[config.mk]
export PLATFORM = sky130hd
export DESIGN_NAME = aes_cipher_arbiter_flat
export DESIGN_NICKNAME = d
export VERILOG_FILES = /design/src/rtl/aes_cipher_arbiter_pkg.sv /design/src/rtl/aes_cipher_arbiter_if.sv /design/src/rtl/aes_cipher_arbiter_rr_arb2.sv /design/src/rtl/aes_cipher_arbiter.sv /design/src/flat_wrapper.sv
export SDC_FILE = /design/constraint.sdc
export NUM_CORES = 1
export LEC_CHECK = 0
export ABC_AREA = 1
export CAP_MARGIN = 10
export CORE_AREA = 5 5 453 455
export DETAILED_ROUTE_END_ITERATION = 16
export DIE_AREA = 0 0 458 460
export PLACE_DENSITY = 0.43
export SETUP_SLACK_MARGIN = 0.3
export SYNTH_ARGS = -nofsm -noshare
export SYNTH_HDL_FRONTEND = slang
export SYNTH_SLANG_ARGS = --single-unit
[constraint.sdc]
create_clock -name clk -period 3 [get_ports clk]
set_input_delay 0.45 -clock clk [delete_from_list [all_inputs] [get_ports clk]]
set_output_delay 0.45 -clock clk [all_outputs]
set_load 0.02 [all_outputs]
[src/rtl/aes_cipher_arbiter_pkg.sv]
// Shared types for the two-requester AES cipher arbiter:
// datapath widths, requester ID and the in-flight tag.
package aes_pkg;

    localparam int BLOCK_W = 128;
    localparam int KEY_W   = 128;

    typedef logic req_id_t;

    typedef struct packed {
        logic    valid;
        req_id_t id;
    } tag_t;

endpackage

[src/rtl/aes_cipher_arbiter_if.sv]
// Requester-side bundle: request handshake with plaintext/key
// and the one-cycle response pulse carrying the ciphertext.
interface aes_cipher_arbiter_if;
    import aes_pkg::*;

    logic               valid;
    logic               ready;
    logic [BLOCK_W-1:0] data;
    logic [KEY_W-1:0]   key;
    logic               rsp_valid;
    logic [BLOCK_W-1:0] rsp_data;

    modport master (
        output valid, data, key,
        input  ready, rsp_valid, rsp_data
    );

    modport slave (
        input  valid, data, key,
        output ready, rsp_valid, rsp_data
    );

endinterface

[src/rtl/aes_cipher_arbiter_rr_arb2.sv]
// Two-input round-robin arbiter; last_q remembers the most
// recent winner so contention alternates between requesters.
module rr_arb2
    import aes_pkg::*;
(
    input  logic       clk,
    input  logic       rst,
    input  logic [1:0] req_i,
    output logic [1:0] gnt_o
);

    req_id_t last_q;
    req_id_t last_d;

    // Lone requester wins; on contention the one not served last wins
    always_comb begin
        gnt_o  = 2'b00;
        last_d = last_q;
        unique case (req_i)
            2'b01:   gnt_o = 2'b01;
            2'b10:   gnt_o = 2'b10;
            2'b11:   gnt_o = last_q ? 2'b01 : 2'b10;
            default: gnt_o = 2'b00;
        endcase
        if (gnt_o[1]) begin
            last_d = 1'b1;
        end else if (gnt_o[0]) begin
            last_d = 1'b0;
        end
    end

    // Reset to 1 so requester 0 wins the first contention
    always_ff @(posedge clk) begin
        if (rst) begin
            last_q <= 1'b1;
        end else begin
            last_q <= last_d;
        end
    end

endmodule

[src/rtl/aes_cipher_arbiter.sv]
// Shares one fixed-latency AES datapath between two requesters:
// round-robin issue, tag pipeline, per-requester response pulse.
module aes_cipher_arbiter
    import aes_pkg::*;
#(
    parameter int CIPHER_LAT = 0
) (
    input  logic                clk,
    input  logic                rst,
    aes_cipher_arbiter_if.slave req0,
    aes_cipher_arbiter_if.slave req1,
    output logic [BLOCK_W-1:0]  aes_datain,
    output logic [KEY_W-1:0]    aes_key,
    input  logic [BLOCK_W-1:0]  aes_dataout
);

    logic [1:0]         gnt;
    tag_t               tag_d;
    tag_t               tag_q [CIPHER_LAT+1];
    tag_t               tag_al;
    logic [BLOCK_W-1:0] datain_d, datain_q;
    logic [KEY_W-1:0]   key_d, key_q;
    logic               rsp0_valid_d, rsp0_valid_q;
    logic               rsp1_valid_d, rsp1_valid_q;
    logic [BLOCK_W-1:0] rsp0_data_d, rsp0_data_q;
    logic [BLOCK_W-1:0] rsp1_data_d, rsp1_data_q;

    rr_arb2 u_arb (
        .clk   (clk),
        .rst   (rst),
        .req_i ({req1.valid, req0.valid}),
        .gnt_o (gnt)
    );

    assign req0.ready     = gnt[0];
    assign req1.ready     = gnt[1];
    assign aes_datain     = datain_q;
    assign aes_key        = key_q;
    assign req0.rsp_valid = rsp0_valid_q;
    assign req0.rsp_data  = rsp0_data_q;
    assign req1.rsp_valid = rsp1_valid_q;
    assign req1.rsp_data  = rsp1_data_q;
    assign tag_al         = tag_q[CIPHER_LAT];

    // Load the winner's operands; idle cycles keep cipher inputs still
    always_comb begin
        datain_d = datain_q;
        key_d    = key_q;
        tag_d    = '0;
        if (gnt[1]) begin
            datain_d    = req1.data;
            key_d       = req1.key;
            tag_d.valid = 1'b1;
            tag_d.id    = 1'b1;
        end else if (gnt[0]) begin
            datain_d    = req0.data;
            key_d       = req0.key;
            tag_d.valid = 1'b1;
            tag_d.id    = 1'b0;
        end
    end

    // Route the cipher output to the port named by the aligned tag
    always_comb begin
        rsp0_valid_d = 1'b0;
        rsp1_valid_d = 1'b0;
        rsp0_data_d  = rsp0_data_q;
        rsp1_data_d  = rsp1_data_q;
        if (tag_al.valid) begin
            if (tag_al.id) begin
                rsp1_valid_d = 1'b1;
                rsp1_data_d  = aes_dataout;
            end else begin
                rsp0_valid_d = 1'b1;
                rsp0_data_d  = aes_dataout;
            end
        end
    end

    // Tag shift register; depth tracks the cipher latency
    always_ff @(posedge clk) begin
        if (rst) begin
            for (int i = 0; i <= CIPHER_LAT; i++) begin
                tag_q[i] <= '0;
            end
        end else begin
            tag_q[0] <= tag_d;
            for (int i = 1; i <= CIPHER_LAT; i++) begin
                tag_q[i] <= tag_q[i-1];
            end
        end
    end

    // Operand and response registers
    always_ff @(posedge clk) begin
        if (rst) begin
            datain_q     <= '0;
            key_q        <= '0;
            rsp0_valid_q <= 1'b0;
            rsp1_valid_q <= 1'b0;
            rsp0_data_q  <= '0;
            rsp1_data_q  <= '0;
        end else begin
            datain_q     <= datain_d;
            key_q        <= key_d;
            rsp0_valid_q <= rsp0_valid_d;
            rsp1_valid_q <= rsp1_valid_d;
            rsp0_data_q  <= rsp0_data_d;
            rsp1_data_q  <= rsp1_data_d;
        end
    end

endmodule

[src/flat_wrapper.sv]
// flat-port wrapper written by rule: the top's interface ports become plain ports
module aes_cipher_arbiter_flat import aes_pkg::*;
#(
    parameter int CIPHER_LAT = 0
)
  (clk, rst, aes_datain, aes_key, aes_dataout, req0_valid, req0_data, req0_key, req0_ready, req0_rsp_valid, req0_rsp_data, req1_valid, req1_data, req1_key, req1_ready, req1_rsp_valid, req1_rsp_data);
  aes_cipher_arbiter_if req0_i ();
  aes_cipher_arbiter_if req1_i ();
  input  logic clk;
  input  logic rst;
  output logic [BLOCK_W-1:0] aes_datain;
  output logic [KEY_W-1:0] aes_key;
  input  logic [BLOCK_W-1:0] aes_dataout;
  input wire logic [$bits(req0_i.valid)-1:0] req0_valid;
  input wire logic [$bits(req0_i.data)-1:0] req0_data;
  input wire logic [$bits(req0_i.key)-1:0] req0_key;
  output wire logic [$bits(req0_i.ready)-1:0] req0_ready;
  output wire logic [$bits(req0_i.rsp_valid)-1:0] req0_rsp_valid;
  output wire logic [$bits(req0_i.rsp_data)-1:0] req0_rsp_data;
  input wire logic [$bits(req1_i.valid)-1:0] req1_valid;
  input wire logic [$bits(req1_i.data)-1:0] req1_data;
  input wire logic [$bits(req1_i.key)-1:0] req1_key;
  output wire logic [$bits(req1_i.ready)-1:0] req1_ready;
  output wire logic [$bits(req1_i.rsp_valid)-1:0] req1_rsp_valid;
  output wire logic [$bits(req1_i.rsp_data)-1:0] req1_rsp_data;
  assign req0_i.valid = req0_valid;
  assign req0_i.data = req0_data;
  assign req0_i.key = req0_key;
  assign req0_ready = req0_i.ready;
  assign req0_rsp_valid = req0_i.rsp_valid;
  assign req0_rsp_data = req0_i.rsp_data;
  assign req1_i.valid = req1_valid;
  assign req1_i.data = req1_data;
  assign req1_i.key = req1_key;
  assign req1_ready = req1_i.ready;
  assign req1_rsp_valid = req1_i.rsp_valid;
  assign req1_rsp_data = req1_i.rsp_data;
  aes_cipher_arbiter #(.CIPHER_LAT(CIPHER_LAT)) u_core (.clk(clk), .rst(rst), .req0(req0_i), .req1(req1_i), .aes_datain(aes_datain), .aes_key(aes_key), .aes_dataout(aes_dataout));
endmodule
-- Word level (Yosys, flattened, before mapping)
Memories as Yosys holds them, arrays and structs flattened.
Index checks and enable logic that the tools add are counted.
- memories kept: 1
- memory bits (writable): 2
- bits in read-only memories: 0
- register bits: 515
- logic and storage cells: 34
- bits of input ports: 644
- output and inout bits: 516
- bits in latches: 0
- memory list (memory ; depth ; bits a word ; read ports ; clocked after memory_dff ; write ports ; line ; RTL):
    u_core.tag_q ; 1 ; 2 ; 1 ; 0 ; 1 ; aes_cipher_arbiter.sv:19 ; tag_t tag_q [CIPHER_LAT+1];
- equal/unequal tests: 3
- muxes and demuxes: 15
- bitwise logic cells: 2
- reductions and logical operators: 6
- divide/modulo/power cells: 0
- shifts and indexed selects: 0
- $lt $le $gt $ge: 0
- multipliers: 0
- $add $sub $neg: 0
- operators by type and width (cell ; count):
    $mux W128 ; 4
    $mux W2 ; 4
    $mux W1 ; 6
    $pmux W2 S3 ; 1
    $reduce_or A2 Y1 ; 3
    $eq A2 B2 Y1 const B ; 2
    $reduce_and A2 Y1 ; 2
    $eq A2 B1 Y1 const B ; 1
    $not A1 Y1 ; 2
    $reduce_bool A2 Y1 ; 1

-- Longest topological paths before layout
Gate-level depths: netlist of run 1.
- depth after elaboration: 5
- mapped depth: 8

-- By module
A second synthesis of run 1 with hierarchy kept.
- cell total of the unflattened synthesis: 3068
- area total of the unflattened synthesis: 21266.6 um^2
- modules (own cells, without submodules) (module ; area each (um^2) ; instances ; cells an instance):
    aes_cipher_arbiter ; 21210.3 ; 1 ; 3058
    rr_arb2 ; 56.3 ; 1 ; 10

-- Least setup slack after synthesis of run 1
OpenSTA, ideal clock, no wires.
- kind: input -> output
- start point: in req1_valid
- end point: out req0_ready
- required time: 2550 ps
- setup slack: 1316 ps
- data arrival time: 1234 ps
- stages on the path: 6
- path buffers: 3
- path through: buf_4 > nand2_4 > nand2_2 > buf_4 > buf_2 > inv_1
- word-level cells in the longest chain between the ends: 2
- elaborated cells on any way between the ends: 4
- classes of those cells: eq/ne (3); mux (1)
- ends and longest elaborated chain (item ; line ; RTL):
    from (decl) ; flat_wrapper.sv:20 ; input wire logic [$bits(req1_i.valid)-1:0] req1_valid;
    $eq A2 B2 Y1 / $eq A2 B1 Y1 (equally long branches) ; aes_cipher_arbiter_rr_arb2.sv:19 ; unique case (req_i)
    $pmux W2 S3 (*) ; aes_cipher_arbiter_rr_arb2.sv:19 ;
    to (decl) ; flat_wrapper.sv:17 ; output wire logic [$bits(req0_i.ready)-1:0] req0_ready;
Mark *: on every way between the ends. The rest lies on a longest branch, timed or not.

-- Final worst setup path of run 1
Same ends and word-level chain as after synthesis.

==> results of run 1 <==
## layer usage
metal | up-vias | share of wire (%) | global-route usage, %
met4 | 44 | 3.5 | 5.388
met1 | 11800 | 40 | 16.54
met2 | 1199 | 44 | 21.51
met5 | - | 0.21 | 0
met3 | 267 | 12 | 7.352
li1 | 12360 | - | -
## placed cells by master (no fill, tap or decap), drive strengths merged
cell	instances
clkdlybuf4s50	1158
clkbuf	102
nor2	517
diode	37
a21oi	1
nand2	779
clkinv	12
o211ai	1
dfxtp	517
bufinv	2
nand3	638
inv	262
o21ai	256
buf	90
## power by group through the flow
stage / registers [W] / logic, W / clock network, W
6_report: 0.00767 / 0.00454 / 0.00865
5_1_grt: 0.00772 / 0.00487 / 0.00926
4_1_cts: 0.00766 / 0.00461 / 0.00905
3_5_place_dp: 0.00780 / 0.00459 / 0
3_3_place_gp: 0.00779 / 0.00460 / 0
2_1_floorplan: 0.00835 / 0.00121 / 0
## cells by family after synthesis
| family | after synthesis | share of synthesized area [%] |
|---|---|---|
| AND/OR/NAND/NOR | 1934 | 36.98 |
| flip-flops | 517 | 47.22 |
| buffers and inverters | 510 | 9.899 |
| AO/OA/AOI/OAI | 258 | 5.903 |
## sequential cells by signal, summed over array words and instances, names as in the netlist
register               cells
u_core.aes_datain        128
u_core.aes_key           128
u_core.req0.rsp_data     128
u_core.req0.rsp_valid      1
u_core.req1.rsp_data     128
u_core.req1.rsp_valid      1
u_core.tag_q               2
u_core.u_arb.last_q        1
## area by class of cell
type | instances | area [sq um]
clock inverter | 19 | 255.2
inverter | 257 | 982.2
timing repair buffer | 1248 | 12580
antenna | 37 | 92.59
multi-input combinational | 2192 | 9443
fill | 22700 | 161800
clock buffer | 102 | 2066
sequential | 517 | 10350
tap | 2672 | 3343
## worst min path at each step
stage	to	depth (start not counted)
finish	u_core.u_arb.last_q$_SDFFE_PP1P_	2
global route	u_core.u_arb.last_q$_SDFFE_PP1P_	2
CTS	u_core.u_arb.last_q$_SDFFE_PP1P_	2
detailed placement	u_core.aes_datain[35]$_SDFFE_PP0P_	2
global placement	u_core.aes_datain[70]$_SDFFE_PP0P_	2
floorplan	u_core.u_arb.last_q$_SDFFE_PP1P_	2
## stage by stage
stage	hold slack [ps]	instance area, sq um
final	239.8	39120
after global routing	163.2	39080
after CTS	122.3	39020
after detailed placement	460.6	36700
after global placement	456.9	36700
after floorplan	497.2	21920
==> summary.txt, run 1 <==
Route
  • DR vias/cell: around 3.6
  • Remaining antenna violation count after routing: 0
  • Pre-antenna DRT Iters: 5
  • DRT Wirelength: ~160000 um
  • DRC violations left: 0
  • Initial DRC count: around 2.0k
  • Vias: ~26k
  • DR WL/cell: 22.11 um

Place
  • Place WS: 392.1 ps
  • Post-Place Cells: roughly 6.9k
  • Final GP Congestion: 0.9077
  • Number of port buffers: about 1.2k
  • Post-DP HPWL: approximately 120000 um

STA
  • Fin crit share: 83.68%
  • Unrepaired setup endpoints after global routing: no
  • Final Max Slew Viols: 0
  • Setup Skew: 26.19 ps
  • Final Setup Violations: 0
  • Endpoints failing hold: 0
  • Final WS setup: 489.7 ps
  • Worst-Margin Slew: between 800 and 900 ps
  • Fin crit period: 2510 ps
  • Setup TNS: 0 ps
  • Max Freq: between 300 and 400 MHz
  • Rel. slew slack: 41.28%

Setup path
  • Critical Path Stages: 5
  • CP Max Fanout: 4
  • Reg2reg setup slack: 1000 ps
  • Setup CP Type: in2out
  • Family with the most delay on the worst path: buffers and inverters
  • Worst stage delay on the critical path: between 600 and 700 ps
  • Critical R2R Launch: u_core.tag_q[0][0]$_SDFF_PP0_
  • CP required: 2550 ps
  • Critical-path top delay cell: clkdlybuf4s50_1
  • Critical Path Source: req1_valid
  • CP Capture Point: req0_ready
  • Worst EP arrival: 2060 ps
  • Crit. End Element: primary output
  • Worst Path Buf+Inv: 3
  • End of the worst register-to-register path: u_core.req1.rsp_data[46]$_SDFFE_PP0P_
  • Worst-path cell chain: clkdlybuf4s50_1 -> nand2_8 -> nand2_8 -> inv_1 -> clkdlybuf4s50_1
  • Worst Setup Start Kind: input pin
  • Worst reg-to-reg path cell count: 4

Global route
  • Vias in the first global route: between 20k and 30k
  • Largest net degree at the start of global routing: 130
  • Grt total ovfl: 0
  • GRT Total Usage: between 10% and 20%
  • First-pass GRT wire length: between 200000 and 250000 um
  • Initial antenna violation count: 75

Hold path
  • Hold Path Origin: req0_valid
  • Min-Delay Path Class: in2reg

Run
  • Max Cap Viol: 0

Synthesis
  • Top FF cell, synth: dfxtp_1
  • Post-synth EDFFs: 0
  • Top post-synthesis cells by count: nand2_1 (776), nand3_1 (637), dfxtp_1 (517)
  • Biggest area consumer among synthesized cells: dfxtp_1
  • Largest cells by area after synthesis: dfxtp_1 (47%), nand3_1 (15%), nand2_1 (13%), nor2_1 (8.8%), o21ai_0 (5.8%)
  • Seq/Total Area, Yosys: a little under half
  • FFs w/ async S/R, synth: 0%
  • Post-synthesis cell count: between 3k and 4k
  • Unique masters post-synth: 21
  • #FFs+latches synth: slightly above 500
  • Ys Warns: 0
  • Most frequent cell after synthesis: nand2_1
  • Post-synth top area share: 47.22%
  • Syn nets: 3863
  • Post-Syn Area per Cell: roughly 7 sq um
  • Synth Cell Area: roughly 22000 sq um

Final layout
  • Utilization after layout: 19.47%
  • Non-Filler Instances: ~7k
  • Syn-to-layout area delta: 78.47%
  • Share of layout cells above drive strength 1: ~4.8%
  • Final nets: roughly 5k

Clocking
  • Htree depth: 3
  • Root buf cell: clkbuf_16
  • Clk slew on worst S/H paths: ~50 ps
  • Post-CTS setup buffers: 0
  • Post-CTS Hold Buffers: 0
  • TritonCTS clock tree: done
  • CTS Buffer Depth: 3
  • # clock sinks: roughly 520
  • Worst skew pair latency: 680 ps
  • Number of CTS-inserted buffers: between 70 and 80
  • Resized Gates After CTS: 0

Pwr
  • Max IR drop VDD: 0.3613 mV
  • Logic pwr share: between 20% and 30%
  • Clock share of power: 41.5%
  • Switching Share: between 30% and 40%
  • Int Power: about 0.014 W
  • Tot Pwr: between 0.02 and 0.025 W
  • P_sw: approximately 0.0064 W
  • P per Cell Area: about 530 nW/um^2
  • Leakage: approximately 17 nW
  • Flop pwr share: around 37%

Floorplan
  • Core area: around 200000 sq um
  • Die Area: about 210000 sq um
  • Die Width: 458 um
  • I/O Pins: roughly 1.2k
  • Die Span Y: between 400 and 500 um
  • Starting density of the core: between 10 and 15%
  • FP Rows: ~170

Status
  • Status: completed
Note: power is estimated with default switching activity, not from simulation.
==> inputs of run 2 (changes only) <==
==> constraint.sdc (replaced) <==
create_clock -name clk -period 2.33 [get_ports clk]
set_input_delay 0.3495 -clock clk [delete_from_list [all_inputs] [get_ports clk]]
set_output_delay 0.3495 -clock clk [all_outputs]
set_load 0.02 [all_outputs]
==> run 2 against run 1 <==
Against the previous run:
- final area shrank 0.44%
- highest routed layer unchanged
- power up 29%
- first-iteration DRC count down 12%
==> summary.txt, run 2 (synthesis results as in run 1) <==
Route
  • Remaining antenna violation count after routing: 0 (unchanged)
  • Initial DRC count: 1750 (-12%)
  • DRT Wirelength: 158100 um (+1.5%)
  • DR vias/cell: 3.684 (+1.1%)
  • Pre-antenna DRT Iters: 5 (unchanged)
  • Vias: 26.04k (+1.5%)
  • DR WL/cell: 22.37 um (+1.2%)
  • DRC violations left: 0 (unchanged)

Global route
  • Vias in the first global route: 25.83k (+1.7%)
  • GRT Total Usage: 14.22% (+0.19 points)
  • Grt total ovfl: 0 (unchanged)
  • Initial antenna violation count: 75 (unchanged)
  • Largest net degree at the start of global routing: 96 (-26%)
  • First-pass GRT wire length: 212100 um (+1.6%)

Clocking
  • Htree depth: 3 (unchanged)
  • Clk slew on worst S/H paths: 60 ps (about the same)
  • Number of CTS-inserted buffers: 72 (unchanged)
  • TritonCTS clock tree: done
  • Root buf cell: clkbuf_16
  • Worst skew pair latency: 690 ps (about the same)
  • CTS Buffer Depth: 3 (unchanged)
  • # clock sinks: 517 (unchanged)

Setup path
  • Worst reg-to-reg path cell count: 4 (unchanged)
  • Critical R2R Launch: u_core.tag_q[0][0]$_SDFF_PP0_
  • Critical-path top delay cell: dlygate4sd3_1
  • Worst-path cell chain: dlygate4sd3_1 -> buf_12 -> nand3_4 -> nand2_1 -> clkdlybuf4s15_2
  • Worst Setup Start Kind: input pin
  • CP Max Fanout: 9 (+5)
  • Worst stage delay on the critical path: 590 ps (-40 ps)
  • Worst Path Buf+Inv: 3 (unchanged)
  • Worst EP arrival: 1610 ps (-450 ps)
  • Setup CP Type: in2out
  • Family with the most delay on the worst path: buffers and inverters
  • Reg2reg setup slack: 640 ps (-360 ps)
  • CP required: 1980 ps (-570 ps)
  • End of the worst register-to-register path: u_core.req1.rsp_data[113]$_SDFFE_PP0P_
  • Crit. End Element: primary output

STA
  • Setup Skew: 41.68 ps (+15.49 ps)
  • Final Max Slew Viols: 0 (unchanged)
  • Unrepaired setup endpoints after global routing: no
  • Worst-Margin Slew: 799.8 ps (-80.99 ps)
  • Max Freq: roughly 500 MHz
  • Final WS setup: 368.2 ps (-121.5 ps)
  • Setup TNS: 0 ps (unchanged)
  • Final Setup Violations: 0 (unchanged)
  • Endpoints failing hold: 0 (unchanged)
  • Hold WS: 224.4 ps (-15.39 ps)
  • Fin crit share: about 84%
  • Rel. slew slack: 46.11% (+4.8 points)
  • Fin crit period: 1962 ps

Pwr
  • Max IR drop VDD: 0.4795 mV (+33%)
  • P per Cell Area: 688.5 nW/um^2 (+29%)
  • Leakage: 18.83 nW (+12%)

Final layout
  • Most frequent cells in the layout: nand2_1 (775), clkdlybuf4s50_1 (644), nand3_1 (637)
  • Syn-to-layout area delta: 77.68%
  • Commonest non-fill, non-tap cell in the layout: nand2_1
  • Fillers: 22.89k (+0.83%)
  • Final nets: 4957 (+0.51%)
  • Final Cell Area: 38940 sq um (-0.44%)
  • Share of layout cells above drive strength 1: 6.110% (+1.3 points)

Hold path
  • Hold Path Origin: req1_key[89]
  • WHS Endpoint: u_core.aes_key[89]$_SDFFE_PP0P_
  • Worst Hold Depth: 3 (+1)
  • Min-Delay Path Class: in2reg

Status
  • Status: completed

Floorplan
  • I/O Pins: 1160 (unchanged)
  • Die Area: 210700 sq um (unchanged)
  • FP Rows: 165 (unchanged)
  • Core area: 200900 sq um (unchanged)
  • Starting density of the core: 10.91% (unchanged)
  • Die Span Y: 460 um (unchanged)
  • Die Width: 458 um (unchanged)

Place
  • Final GP Congestion: 0.9195 (+1.3%)
  • Post-DP HPWL: 126200 um (+3.4%)
  • Place WS: 84.91 ps (-307.1 ps)
  • Number of port buffers: 1159 (unchanged)
  • Placed Instance Area: 37100 sq um (+1.1%)

Run
  • Max Cap Viol: 0 (unchanged)
run 2: through the flow:
stage | total power (W) | cells | util [%]
2_1_floorplan | 0.01231 | 3219 | -
3_3_place_gp | 0.01607 | 6909 | 18.47
3_5_place_dp | 0.01607 | 6909 | 18.47
4_1_cts | 0.02736 | 7042 | 19.37
5_1_grt | 0.02806 | 7055 | 19.37
6_report | 0.02681 | 7068 | 19.39
run 2: worst register-to-register path: stages, from the launching register on:
cell     delay, ps
dfxtp_1        420
nand2_4        250
buf_4          310
o21ai_0        510
nor2_1          90
run 2: area by class of cell:
class / count / area, sq um / area share [%]
clock inverters: 30 / 322.8 / 0.8289
clock buffers: 101 / 2091 / 5.369
flip-flops and latches: 517 / 10350 / 26.58
well taps: 2672 / 3343 / 8.585
inverters: 257 / 982.2 / 2.522
multi-input cells: 2192 / 9443 / 24.25
diodes: 26 / 65.06 / 0.1671
repair buffers: 1273 / 12350 / 31.70
run 2: worst max-delay path by stage:
stage | cells after the start | startpoint | end
finish | 5 | req0_valid | req1_ready
global route | 1 | u_core.req0.rsp_data[96]$_SDFFE_PP0P_ | req0_rsp_data[96]
CTS | 1 | u_core.req1.rsp_data[124]$_SDFFE_PP0P_ | req1_rsp_data[124]
detailed placement | 7 | req1_valid | u_core.aes_datain[0]$_SDFFE_PP0P_
global placement | 7 | req1_valid | u_core.aes_datain[0]$_SDFFE_PP0P_
floorplan | 6 | req1_valid | req0_ready
run 2: where the power goes:
part	internal (W)	total (W)	switching (W)
Sequential	0.00949	0.00986	0.000370
Combinational	0.00230	0.00552	0.00322
Clock	0.00657	0.0114	0.00486
run 2: timing repair:
| action | in CTS | in global routing |
|---|---|---|
| hold buffers | 1 | 0 |
| endpoints found under the hold margin | 1 | 0 |
| gates resized for setup | 531 | 22 |
| setup buffers | 1 | 0 |
| setup endpoints to repair | 511 | 14 |
run 2: per-layer routing:
| layer | up-vias | part of all wire (%) | track usage (%) |
|---|---|---|---|
| li1 | 12410 | - | - |
| met4 | 46 | 3.4 | 5.660 |
| met1 | 12170 | 40 | 16.57 |
| met2 | 1167 | 44 | 21.83 |
| met5 | - | 0.20 | 0 |
| met3 | 245 | 13 | 7.608 |
